## src/rtl/debounce_pkg.sv

```systemverilog
// Shared types and helpers for the push-button / switch debouncer bank.
package debounce_pkg;

    typedef enum logic [1:0] {LOW, PRESSED, HELD} press_state_t;

    function automatic int cnt_width(input int n);
        return $clog2(n + 1);
    endfunction

endpackage

```

## src/rtl/debounce_channel.sv

```systemverilog
// One debounce channel: 2-flop synchroniser, settle counter, and a press FSM
// that adds long-press detection and optional auto-repeat.
module debounce_channel
    import debounce_pkg::*;
#(
    parameter int STABLE_CYCLES = 65536,
    parameter int HOLD_CYCLES   = 25_000_000,
    parameter int REPEAT_CYCLES = 5_000_000
) (
    input  logic clk,
    input  logic rst,
    input  logic bouncy,
    output logic clean,
    output logic rise_pulse,
    output logic fall_pulse,
    output logic held,
    output logic held_pulse,
    output logic repeat_pulse
);
    localparam int SW = cnt_width(STABLE_CYCLES);
    localparam int HW = cnt_width(HOLD_CYCLES);
    // Keep the repeat counter at least one bit wide even when repeat is disabled.
    localparam int RW = (REPEAT_CYCLES > 0) ? cnt_width(REPEAT_CYCLES) : 1;
    localparam logic [SW-1:0] S_LAST = SW'(STABLE_CYCLES - 1);
    localparam logic [HW-1:0] H_LAST = HW'(HOLD_CYCLES - 1);
    localparam logic [RW-1:0] R_LAST = (REPEAT_CYCLES > 0) ? RW'(REPEAT_CYCLES - 1) : '0;

    logic [1:0]    sync;
    logic          s;
    logic [SW-1:0] scnt;
    logic          settle_hit, rise_evt, fall_evt;

    assign s          = sync[1];
    assign settle_hit = (s != clean) && (scnt == S_LAST);
    assign rise_evt   = settle_hit & s;
    assign fall_evt   = settle_hit & ~s;

    always_ff @(posedge clk or posedge rst) begin
        if (rst) begin
            sync       <= '0;
            scnt       <= '0;
            clean      <= 1'b0;
            rise_pulse <= 1'b0;
            fall_pulse <= 1'b0;
        end else begin
            sync       <= {sync[0], bouncy};
            rise_pulse <= 1'b0;
            fall_pulse <= 1'b0;
            if (s == clean) begin
                scnt <= '0;
            end else if (scnt == S_LAST) begin
                clean      <= s;
                scnt       <= '0;
                rise_pulse <= s;
                fall_pulse <= ~s;
            end else begin
                scnt <= scnt + 1'b1;
            end
        end
    end

    press_state_t  state, state_d;
    logic [HW-1:0] hcnt, hcnt_d;
    logic [RW-1:0] rcnt, rcnt_d;
    logic          held_pulse_d, repeat_pulse_d;

    always_ff @(posedge clk or posedge rst) begin
        if (rst) begin
            state        <= LOW;
            hcnt         <= '0;
            rcnt         <= '0;
            held_pulse   <= 1'b0;
            repeat_pulse <= 1'b0;
        end else begin
            state        <= state_d;
            hcnt         <= hcnt_d;
            rcnt         <= rcnt_d;
            held_pulse   <= held_pulse_d;
            repeat_pulse <= repeat_pulse_d;
        end
    end

    // A release always wins over a hold or repeat expiring on the same edge.
    always_comb begin
        state_d        = state;
        hcnt_d         = hcnt;
        rcnt_d         = rcnt;
        held_pulse_d   = 1'b0;
        repeat_pulse_d = 1'b0;
        if (fall_evt) begin
            state_d = LOW;
            hcnt_d  = '0;
            rcnt_d  = '0;
        end else begin
            case (state)
                LOW: begin
                    if (rise_evt) begin
                        state_d = PRESSED;
                        hcnt_d  = '0;
                    end
                end
                PRESSED: begin
                    if (hcnt == H_LAST) begin
                        state_d      = HELD;
                        held_pulse_d = 1'b1;
                        rcnt_d       = '0;
                    end else begin
                        hcnt_d = hcnt + 1'b1;
                    end
                end
                HELD: begin
                    if (REPEAT_CYCLES > 0) begin
                        if (rcnt == R_LAST) begin
                            rcnt_d         = '0;
                            repeat_pulse_d = 1'b1;
                        end else begin
                            rcnt_d = rcnt + 1'b1;
                        end
                    end
                end
                default: state_d = LOW;
            endcase
        end
    end

    assign held = (state == HELD);

endmodule

```

## src/rtl/debounce_bank.sv

```systemverilog
// N_CH independent debounce channels between the board pins and front-panel logic.
module debounce_bank
    import debounce_pkg::*;
#(
    parameter int N_CH          = 4,
    parameter int STABLE_CYCLES = 65536,
    parameter int HOLD_CYCLES   = 25_000_000,
    parameter int REPEAT_CYCLES = 5_000_000
) (
    input  logic            clk,
    input  logic            rst,
    input  logic [N_CH-1:0] bouncy_in,
    output logic [N_CH-1:0] clean_out,
    output logic [N_CH-1:0] rise_pulse,
    output logic [N_CH-1:0] fall_pulse,
    output logic [N_CH-1:0] held,
    output logic [N_CH-1:0] held_pulse,
    output logic [N_CH-1:0] repeat_pulse
);
    for (genvar i = 0; i < N_CH; i++) begin : g_ch
        debounce_channel #(
            .STABLE_CYCLES(STABLE_CYCLES),
            .HOLD_CYCLES  (HOLD_CYCLES),
            .REPEAT_CYCLES(REPEAT_CYCLES)
        ) u_ch (
            .clk         (clk),
            .rst         (rst),
            .bouncy      (bouncy_in[i]),
            .clean       (clean_out[i]),
            .rise_pulse  (rise_pulse[i]),
            .fall_pulse  (fall_pulse[i]),
            .held        (held[i]),
            .held_pulse  (held_pulse[i]),
            .repeat_pulse(repeat_pulse[i])
        );
    end

endmodule

```

## config.mk

```make
export PLATFORM = sky130hd
export DESIGN_NAME = debounce_bank
export DESIGN_NICKNAME = d
export VERILOG_FILES = /design/src/rtl/debounce_pkg.sv /design/src/rtl/debounce_channel.sv /design/src/rtl/debounce_bank.sv
export SDC_FILE = /design/constraint.sdc
export NUM_CORES = 1
export LEC_CHECK = 0
export ABC_AREA = 1
export ABC_CLOCK_PERIOD_IN_PS = 9500
export CORE_MARGIN = 5
export CORE_UTILIZATION = 35
export CTS_BUF_LIST = sky130_fd_sc_hd__clkbuf_4
export DETAILED_ROUTE_END_ITERATION = 16
export HOLD_SLACK_MARGIN = 0.03
export PLACE_DENSITY = 0.61
export SETUP_SLACK_MARGIN = 0.3
export SKIP_LAST_GASP = 1
export SYNTH_ARGS = -nofsm -noshare
export SYNTH_HDL_FRONTEND = slang
export SYNTH_SLANG_ARGS = --single-unit
```

## constraint.sdc

```tcl
create_clock -name clk -period 9.5 [get_ports clk]
set_input_delay 1.9 -clock clk [delete_from_list [all_inputs] [get_ports clk]]
set_output_delay 1.9 -clock clk [all_outputs]
set_load 0.02 [all_outputs]
```

After elaboration in Yosys (flattened, before gate mapping)
Cells that the tools add are included.
{"block": "classes", "bitwise": 16, "n_reduce_logical": 32, "eq_ne": 44, "n_addsub": 12, "mux": 96}
{"cell": "25-bit two-way mux", "n": 12}
{"cell": "23-bit two-way mux", "n": 12}
{"cell": "25-bit case mux with 2 select lines", "n": 4}
{"cell": "23-bit case mux with 2 select lines", "n": 4}
{"cell": "17-bit two-way mux", "n": 8}
{"cell": "25-bit by 1-bit adder with 25-bit output, second input constant", "n": 4}
{"cell": "25-bit == test, second input constant", "n": 4}
{"cell": "23-bit by 1-bit adder with 23-bit output, second input constant", "n": 4}
{"cell": "23-bit == test, second input constant", "n": 4}
{"cell": "17-bit by 1-bit adder with 17-bit output, second input constant", "n": 4}
{"cell": "17-bit by 16-bit == test with 1-bit output, second input constant", "n": 4}
{"cell": "1-bit two-way mux", "n": 40}
{"cell": "2-bit two-way mux", "n": 12}
{"cell": "3-bit by 1-bit inequality test with 1-bit output, second input constant", "n": 8}
{"cell": "2-bit case mux with 3 select lines", "n": 4}
{"cell": "3-bit AND reduction", "n": 8}
{"cell": "3-bit nonzero test", "n": 8}
{"cell": "2-bit AND reduction", "n": 8}
{"cell": "3-bit by 2-bit inequality test with 1-bit output, second input constant", "n": 4}
{"cell": "1-bit bitwise AND", "n": 8}
{"cell": "2-bit by 1-bit == test with 1-bit output, second input constant", "n": 4}
{"cell": "2-bit == test, second input constant", "n": 4}
{"cell": "2-bit zero test", "n": 4}
{"cell": "2-bit inequality test, second input constant", "n": 4}
{"cell": "other kinds (4)", "n": 20}
{"block": "word_totals", "out_inout_bits": 24, "register_bits": 296, "inputBits": 6}

Depth between registers and ports, before layout
Gate-level depths: netlist of run 1.
{"block": "depth", "ltp_word": 6, "depth_mapped": 13, "ltp_nobuf": 12}

Hierarchy
A second synthesis of run 1 with hierarchy kept.
{"block": "unflattened", "hier_cells": 2521, "area_unflattened_um2": 17909.7}
{"mod": "debounce_channel (g_ch[0].u_ch ...)", "cells_each": 632, "n_inst": 3, "seq_area_each_um2": 1851.8, "area_per_inst_um2": 4480.5}
{"mod": "debounce_channel (g_ch[3].u_ch)", "cells_each": 625, "n_inst": 1, "seq_area_each_um2": 1851.8, "area_per_inst_um2": 4468.0}

Least setup slack after synthesis of run 1
Ideal clock, no wire load.
{"block": "synth_path", "kind": "flip-flop to output port", "from": "register g_ch[2].u_ch.state[1]", "to": "output port held[2]", "arrival_time_ns": 1.275, "stages_incl_launch_ff": 6, "path_slack_ns": 6.325, "cell_sequence": "dfrtp_1 -> inv_1 -> nor2_1 -> clkbuf_1 -> clkbuf_1 -> buf_4"}
{"block": "synth_between", "elab_chain_len": 1}
{"item": "from (decl)", "line": "debounce_channel.sv:62", "source": "press_state_t state, state_d;"}
{"item": "from (signal assigned)", "line": "debounce_channel.sv:75", "source": "state <= state_d;"}
{"item": "2-bit == test", "line": "debounce_channel.sv:126", "source": "assign held = (state == HELD);"}
{"item": "to (decl)", "line": "debounce_bank.sv:16", "source": "output logic [N_CH-1:0] held,"}
No other way between the ends.

Worst setup path after layout of run 1
{"block": "layout_path", "from": "register g_ch[1].u_ch.state[1]", "to": "output port held[1]"}
{"block": "layout_between", "elab_chain_len": 1}
{"item": "from (decl)", "line": "debounce_channel.sv:62"}
{"item": "from (signal assigned)", "line": "debounce_channel.sv:75"}
{"item": "2-bit == test", "line": "debounce_channel.sv:126"}
No other way between the ends.

==> flow_metrics.env, run 1 <==
export IMPL_run_status="finished, final reports clean"
export IMPL_critPathMaxStageDelay_ns=0.74
export IMPL_yosys_area_top_type="dfrtp_1"
export IMPL_timing_hold_ws_ns=0.360
export IMPL_crit_type="reg2out"
export IMPL_hp_class="reg2reg"
export IMPL_port_buffers=29
export IMPL_via_count=17200
export IMPL_min_period_ns=4.97
export IMPL_synth_edff_count=0
export IMPL_crit_path_start="g_ch[1].u_ch.state[1]$_DFFE_PP0P_"
export IMPL_ys_flop_type="dfrtp_1"
export IMPL_dpl_cell_area_um2=19000
export IMPL_p_seq_share_pct=49.4
export IMPL_worstMarginPinSlew_ns=1.04
export IMPL_ant_nets=0
export IMPL_async_reset_ff_share_pct=100
export IMPL_grt_pass1_wl_um=78700
export IMPL_setup_tns_ns=0
export IMPL_layout_commonest_cell="nand2_1"
export IMPL_drt_wl_total_um=46100
export IMPL_final_max_slew_viol_count=0
export IMPL_synth_top_area_share_pct=40.6
export IMPL_crit_slowest_cell="clkdlybuf4s50_1"
export IMPL_fin_crit_sh_pct=52.3
export IMPL_crit_required_ns=7.60
export IMPL_crit_path_start_kind="flip-flop"
export IMPL_fin_worst_skew_ns=0.0443
export IMPL_cts_tree="done"
export IMPL_synth_cell_types=46
export IMPL_synth_area_um2=18200
export IMPL_drv_cap=0
export IMPL_grt_max_degree=166
export IMPL_hpwlAfterDp_um=31600
export IMPL_fp_dieW_um=238
export IMPL_avgViaCountPerCell=5.05
export IMPL_cp_cell_sequence="nand2_1 -> clkinv_1 -> clkdlybuf4s50_1"
export IMPL_clock_sinks=296
export IMPL_cp_arrival_ns=3.07
export IMPL_ctsResizeCount=0
export IMPL_final_cell_mix="nand2_1 (797), nor2_1 (390), dfrtp_1 (296), inv_1 (266), nand3_1 (183)"
export IMPL_route_detailed_drc=0
export IMPL_setup_viol_count_final=0
export IMPL_power_density_nw_per_um2=128
export IMPL_clkPwrFrac_pct=49.0
export IMPL_cts_buffer_depth=3
export IMPL_setup_ws_ns=4.53
export IMPL_coreArea_um2=51400
export IMPL_ctsRootBufferMaster="clkbuf_4"
export IMPL_rows=83
export IMPL_syn_nets=2621
export IMPL_r2r_start="g_ch[0].u_ch.scnt[0]$_DFF_PP0_"
export IMPL_wl_per_cell_um=13.5
export IMPL_min_from="g_ch[3].u_ch.sync[0]$_DFF_PP0_"
export IMPL_clock_latency_ns=0.80
export IMPL_p_leak_nw=8.96
export IMPL_fmax_mhz=201
export IMPL_final_hold_viol_count=0
export IMPL_layout_nets=2669
export IMPL_worst_path_max_fanout=18
export IMPL_io_pins=30
export IMPL_globalplace_congestion=0.896
export IMPL_yosys_top_cells_area="dfrtp_1 (41%), nand2_1 (16%), nor2_1 (8.0%)"
export IMPL_maxSlewHeadroom_pct=30.5
export IMPL_die_area_um2=56700
export IMPL_synth_seq_cells=296
export IMPL_antenna_found_initial=3
export IMPL_grt_usage_pct=16.1
export IMPL_rrSetupSlack_ns=6.79
export IMPL_fin_area_um2=20100
export IMPL_p_sw_w=0.000639
export IMPL_h_tree_depth=3
export IMPL_cts_buffers=89
export IMPL_power_frac_comb_pct=1.7
export IMPL_grt_pass1_vias=16500
export IMPL_start_util_pct=35.4
export IMPL_rsz0062_at_grt="no"
export IMPL_dp_slack_ns=5.21
export IMPL_area_growth_pct=10.4
export IMPL_sw_frac_of_total_pct=24.8
export IMPL_syn_inst=2603
export IMPL_crit_path_end_kind="output port"
export IMPL_path_clk_slew_ns=0.07
export IMPL_dr_pass1_iters=5
export IMPL_vdd_drop_max_mv=0.0665
export IMPL_grt_overflow_total=0
export IMPL_cts_setup_buffers=0
export IMPL_cts_hold_buf=0
export IMPL_yosysWarnings=0
export IMPL_synth_seq_area_share_pct=40.6
export IMPL_intPower_w=0.00193
export IMPL_syn_avg_cell_area_um2=7.00
export IMPL_dr_first_iter_drc_count=1273
export IMPL_drive_gt1_share_pct=8.11
export IMPL_dieHeight_um=238
==> cell usage after synthesis, drive strengths merged, types with 2 or more instances <==
master,instances
nor2,408
dfrtp,296
xor2,59
nand3,201
or2,15
nand2,808
a31o,2
o2111ai,2
o21a,6
a21oi,26
clkbuf,23
o21bai,4
o21ai,101
and3,2
nor3,73
nor3b,16
buf,57
a21boi,2
o211ai,6
nor4,12
ha,12
nand4,149
nand3b,5
inv,274
a31oi,7
xnor2,26
o22ai,6
==> logic make-up (layout without fill, tap and decap cells) <==
kind of cell    count (synthesis)  after routing  synth area share, %
other cells                     0              2                    0
fa+ha+maj                      12             12                0.824
compound gates                165            165                 5.03
flops                         296            296                 40.6
xor+xnor                       85             85                 4.09
simple gates                 1690           1690                 41.1
buf+inv                       355            476                 8.34
==> power groups by stage <==
| stage | clock network, W | registers (W) | logic [W] |
|---|---|---|---|
| floorplan | 0 | 0.00129 | 0.0000304 |
| global placement | 0 | 0.00129 | 0.0000450 |
| detailed placement | 0 | 0.00129 | 0.0000459 |
| CTS | 0.00132 | 0.00127 | 0.0000462 |
| global route | 0.00139 | 0.00127 | 0.0000521 |
| finish | 0.00126 | 0.00127 | 0.0000429 |
==> final cells by class <==
cell class / instances / area (um2)
fill: 5418 / 31300
sequential: 296 / 7410
clock inverter: 41 / 229
antenna: 2 / 5.00
multi-input combinational: 1952 / 9300
inverter: 275 / 1040
clock buffer: 123 / 923
timing repair buffer: 37 / 363
tap: 680 / 851
==> path summary, 6_finish.rpt <==
check	end	cells past startpoint
max	held[1]	3
min	g_ch[3].u_ch.sync[1]$_DFF_PP0_	0
max reg2reg	g_ch[0].u_ch.hcnt[4]$_DFFE_PP0P_	10
min reg2reg	g_ch[3].u_ch.sync[1]$_DFF_PP0_	0
max in group asynchronous	g_ch[2].u_ch.rcnt[0]$_DFFE_PP0P_	4
min in group asynchronous	g_ch[1].u_ch.scnt[14]$_DFF_PP0_	3
==> critical path, delay by kind of cell, from the launching register on <==
| kind | cells | cell delay (ns) |
|---|---|---|
| buffers and inverters | 2 | 1.41 |
| DFF | 1 | 0.41 |
| and+or+nand+nor | 1 | 0.44 |
==> metrics by stage <==
stage,power (W),std cells,util [%]
global placement,0.00134,3240,36.9
global route,0.00271,3406,39.1
detailed placement,0.00134,3240,36.9
floorplan,0.00132,2603,-
finish,0.00257,3406,39.1
CTS,0.00264,3404,39.1
==> sequential cells by signal (all words and copies together), names as in the netlist <==
name and cells:
g_ch.u_ch.rcnt 92, g_ch.u_ch.held_pulse 4, g_ch.u_ch.rise_pulse 4, g_ch.u_ch.state 8, g_ch.u_ch.repeat_pulse 4, g_ch.u_ch.sync 8
g_ch.u_ch.clean 4, g_ch.u_ch.hcnt 100, g_ch.u_ch.fall_pulse 4, g_ch.u_ch.scnt 68
==> routing by layer <==
metal / share of wire [%] / vias to the layer above / GRT usage (%)
met5: 0.028 / - / 0
met4: 2.7 / 2 / 6.23
met3: 6.2 / 103 / 3.50
met2: 44 / 479 / 24.9
met1: 47 / 8038 / 22.2
li1: - / 8566 / -
No activity file was read; power rests on OpenSTA's default activity.
==> run 2, diff against run 1 <==
- ABC_CLOCK_PERIOD_IN_PS: 9500 -> 4810
- PLACE_DENSITY: 0.61 -> 0.6
- clock period: 9.5 -> 4.81 ns (I/O delays scaled with it)
==> flow_metrics.env, run 2 (synthesis gave the netlist of run 1 again) <==
export IMPL_setup_viol_count_final=0
export IMPL_io_pins=30
export IMPL_rows=83
export IMPL_run_status="finished, final reports clean"
export IMPL_final_hold_viol_count=0
export IMPL_wl_per_cell_um=13.3
export IMPL_fmax_mhz=254
export IMPL_fill_cells=5371
export IMPL_globalplace_congestion=0.928
export IMPL_grt_pass1_vias=16400
export IMPL_coreArea_um2=51400
export IMPL_final_core_util_pct=39.0
export IMPL_layout_nets=2667
export IMPL_rsz0062_at_grt="no"
export IMPL_crit_type="reg2out"
export IMPL_crit_path_start_kind="flip-flop"
export IMPL_p_leak_nw=8.95
export IMPL_area_growth_pct=10.1
export IMPL_cts_buffer_depth=3
export IMPL_cts_hold_buf=0
export IMPL_hp_class="reg2reg"
export IMPL_port_buffers=29
export IMPL_multiInputGateArea_um2=9300
export IMPL_layout_commonest_cell="nand2_1"
export IMPL_place_inst=3241
export IMPL_intPower_w=0.00382
export IMPL_route_detailed_drc=0
export IMPL_min_period_ns=3.94
export IMPL_cts_buffers=86
export IMPL_die_area_um2=56700
export IMPL_fin_crit_sh_pct=81.8
export IMPL_power_frac_comb_pct=1.7
export IMPL_dr_first_iter_drc_count=1170
export IMPL_power_density_nw_per_um2=250
export IMPL_worstMarginPinSlew_ns=1.13
export IMPL_path_clk_slew_ns=0.06
export IMPL_final_max_slew_viol_count=0
export IMPL_final_cell_mix="nand2_1 (797), nor2_1 (389), dfrtp_1 (296), inv_1 (266), nand3_1 (183)"
export IMPL_grt_overflow_total=0
export IMPL_crit_path_end_kind="output port"
export IMPL_p_seq_share_pct=49.9
export IMPL_cp_arrival_ns=2.97
export IMPL_worst_path_max_fanout=18
export IMPL_timing_hold_ws_ns=0.346
export IMPL_via_count=16900
export IMPL_dr_pass1_iters=6
export IMPL_ctsResizeCount=0
export IMPL_hold_depth=0
export IMPL_use_met1_pct=21.6
export IMPL_fp_dieW_um=238
export IMPL_largest_reg_flops=100
export IMPL_grt_max_degree=99
export IMPL_dieHeight_um=238
export IMPL_fin_worst_skew_ns=0.0580
export IMPL_clock_latency_ns=0.81
export IMPL_cts_tree="done"
export IMPL_grt_pass1_wl_um=78000
export IMPL_clkPwrFrac_pct=48.4
export IMPL_rr_worst_depth=8
export IMPL_crit_required_ns=3.85
export IMPL_h_tree_depth=3
export IMPL_grt_util_met3_pct=3.56
export IMPL_vdd_drop_max_mv=0.166
export IMPL_maxSlewHeadroom_pct=24.6
export IMPL_regMostFlops="g_ch.u_ch.hcnt"
export IMPL_p_sw_w=0.00121
export IMPL_stdcell_count=3394
export IMPL_drt_wl_total_um=45300
export IMPL_clock_sinks=296
export IMPL_ant_nets=0
export IMPL_cts_setup_buffers=0
export IMPL_grt_usage_pct=16.0
export IMPL_antenna_found_initial=2
export IMPL_drv_cap=0
export IMPL_top_regs="g_ch.u_ch.hcnt: 100 flops, g_ch.u_ch.rcnt: 92 flops, g_ch.u_ch.scnt: 68 flops"
export IMPL_drive_gt1_share_pct=8.12
export IMPL_start_util_pct=35.4
export IMPL_grt_busiest_layer="met2"
export IMPL_avgViaCountPerCell=4.99
export IMPL_gr_usage_met2_pct=25.7
export IMPL_hpwlAfterDp_um=31400
export IMPL_regArea_um2=7410
export IMPL_sw_frac_of_total_pct=24.0
export IMPL_ctsRootBufferMaster="clkbuf_4"
[run 2: area by class of cell]
cell class	instances	area share, %
Sequential cell	296	36.9
Inverter	275	5.16
Multi-Input combinational cell	1952	46.3
Clock buffer	119	4.45
Clock inverter	30	1.02
Tap cell	680	4.24
Timing Repair Buffer	38	1.85
Antenna cell	4	0.0499
[run 2: per-stage QoR]
step	setup TNS [ns]	power (W)	area, um2	setup slack, ns
2_1_floorplan	-24.60	0.00261	18200	-0.0831
3_3_place_gp	0	0.00264	19000	1.74
3_5_place_dp	0	0.00265	19000	1.68
4_1_cts	0	0.00516	20100	0.783
5_1_grt	0	0.00530	20100	0.631
6_report	0	0.00503	20100	0.874
[run 2: power by group through the flow]
stage	sequential, W	clock, W	combinational, W
finish	0.00251	0.00243	0.0000854
global route	0.00251	0.00269	0.000104
CTS	0.00251	0.00256	0.0000921
detailed placement	0.00255	0	0.0000916
global placement	0.00255	0	0.0000897
floorplan	0.00255	0	0.0000600
[run 2: critical path, stage by stage (launching register included)]
cell             delay (ns)
dfrtp_1                0.40
nand2_1                0.44
clkinv_1               0.64
clkdlybuf4s50_1        0.73
[run 2: worst paths after layout]
kind	from	end	slack, ns
setup / recovery	g_ch[1].u_ch.state[1]$_DFFE_PP0P_	held[1]	0.87
hold / removal	g_ch[2].u_ch.sync[0]$_DFF_PP0_	g_ch[2].u_ch.sync[1]$_DFF_PP0_	0.35
setup reg to reg	g_ch[2].u_ch.scnt[0]$_DFF_PP0_	g_ch[2].u_ch.state[1]$_DFFE_PP0P_	2.03
hold reg to reg	g_ch[2].u_ch.sync[0]$_DFF_PP0_	g_ch[2].u_ch.sync[1]$_DFF_PP0_	0.35
max in group asynchronous	rst	g_ch[3].u_ch.scnt[0]$_DFF_PP0_	3.12
min in group asynchronous	rst	g_ch[1].u_ch.scnt[9]$_DFF_PP0_	0.48
[run 2: metal layers]
layer	up-vias	part of all wire (%)
met2	376	45
met1	7905	47
li1	8547	-
met4	0	2.5
met3	104	4.6
met5	-	0
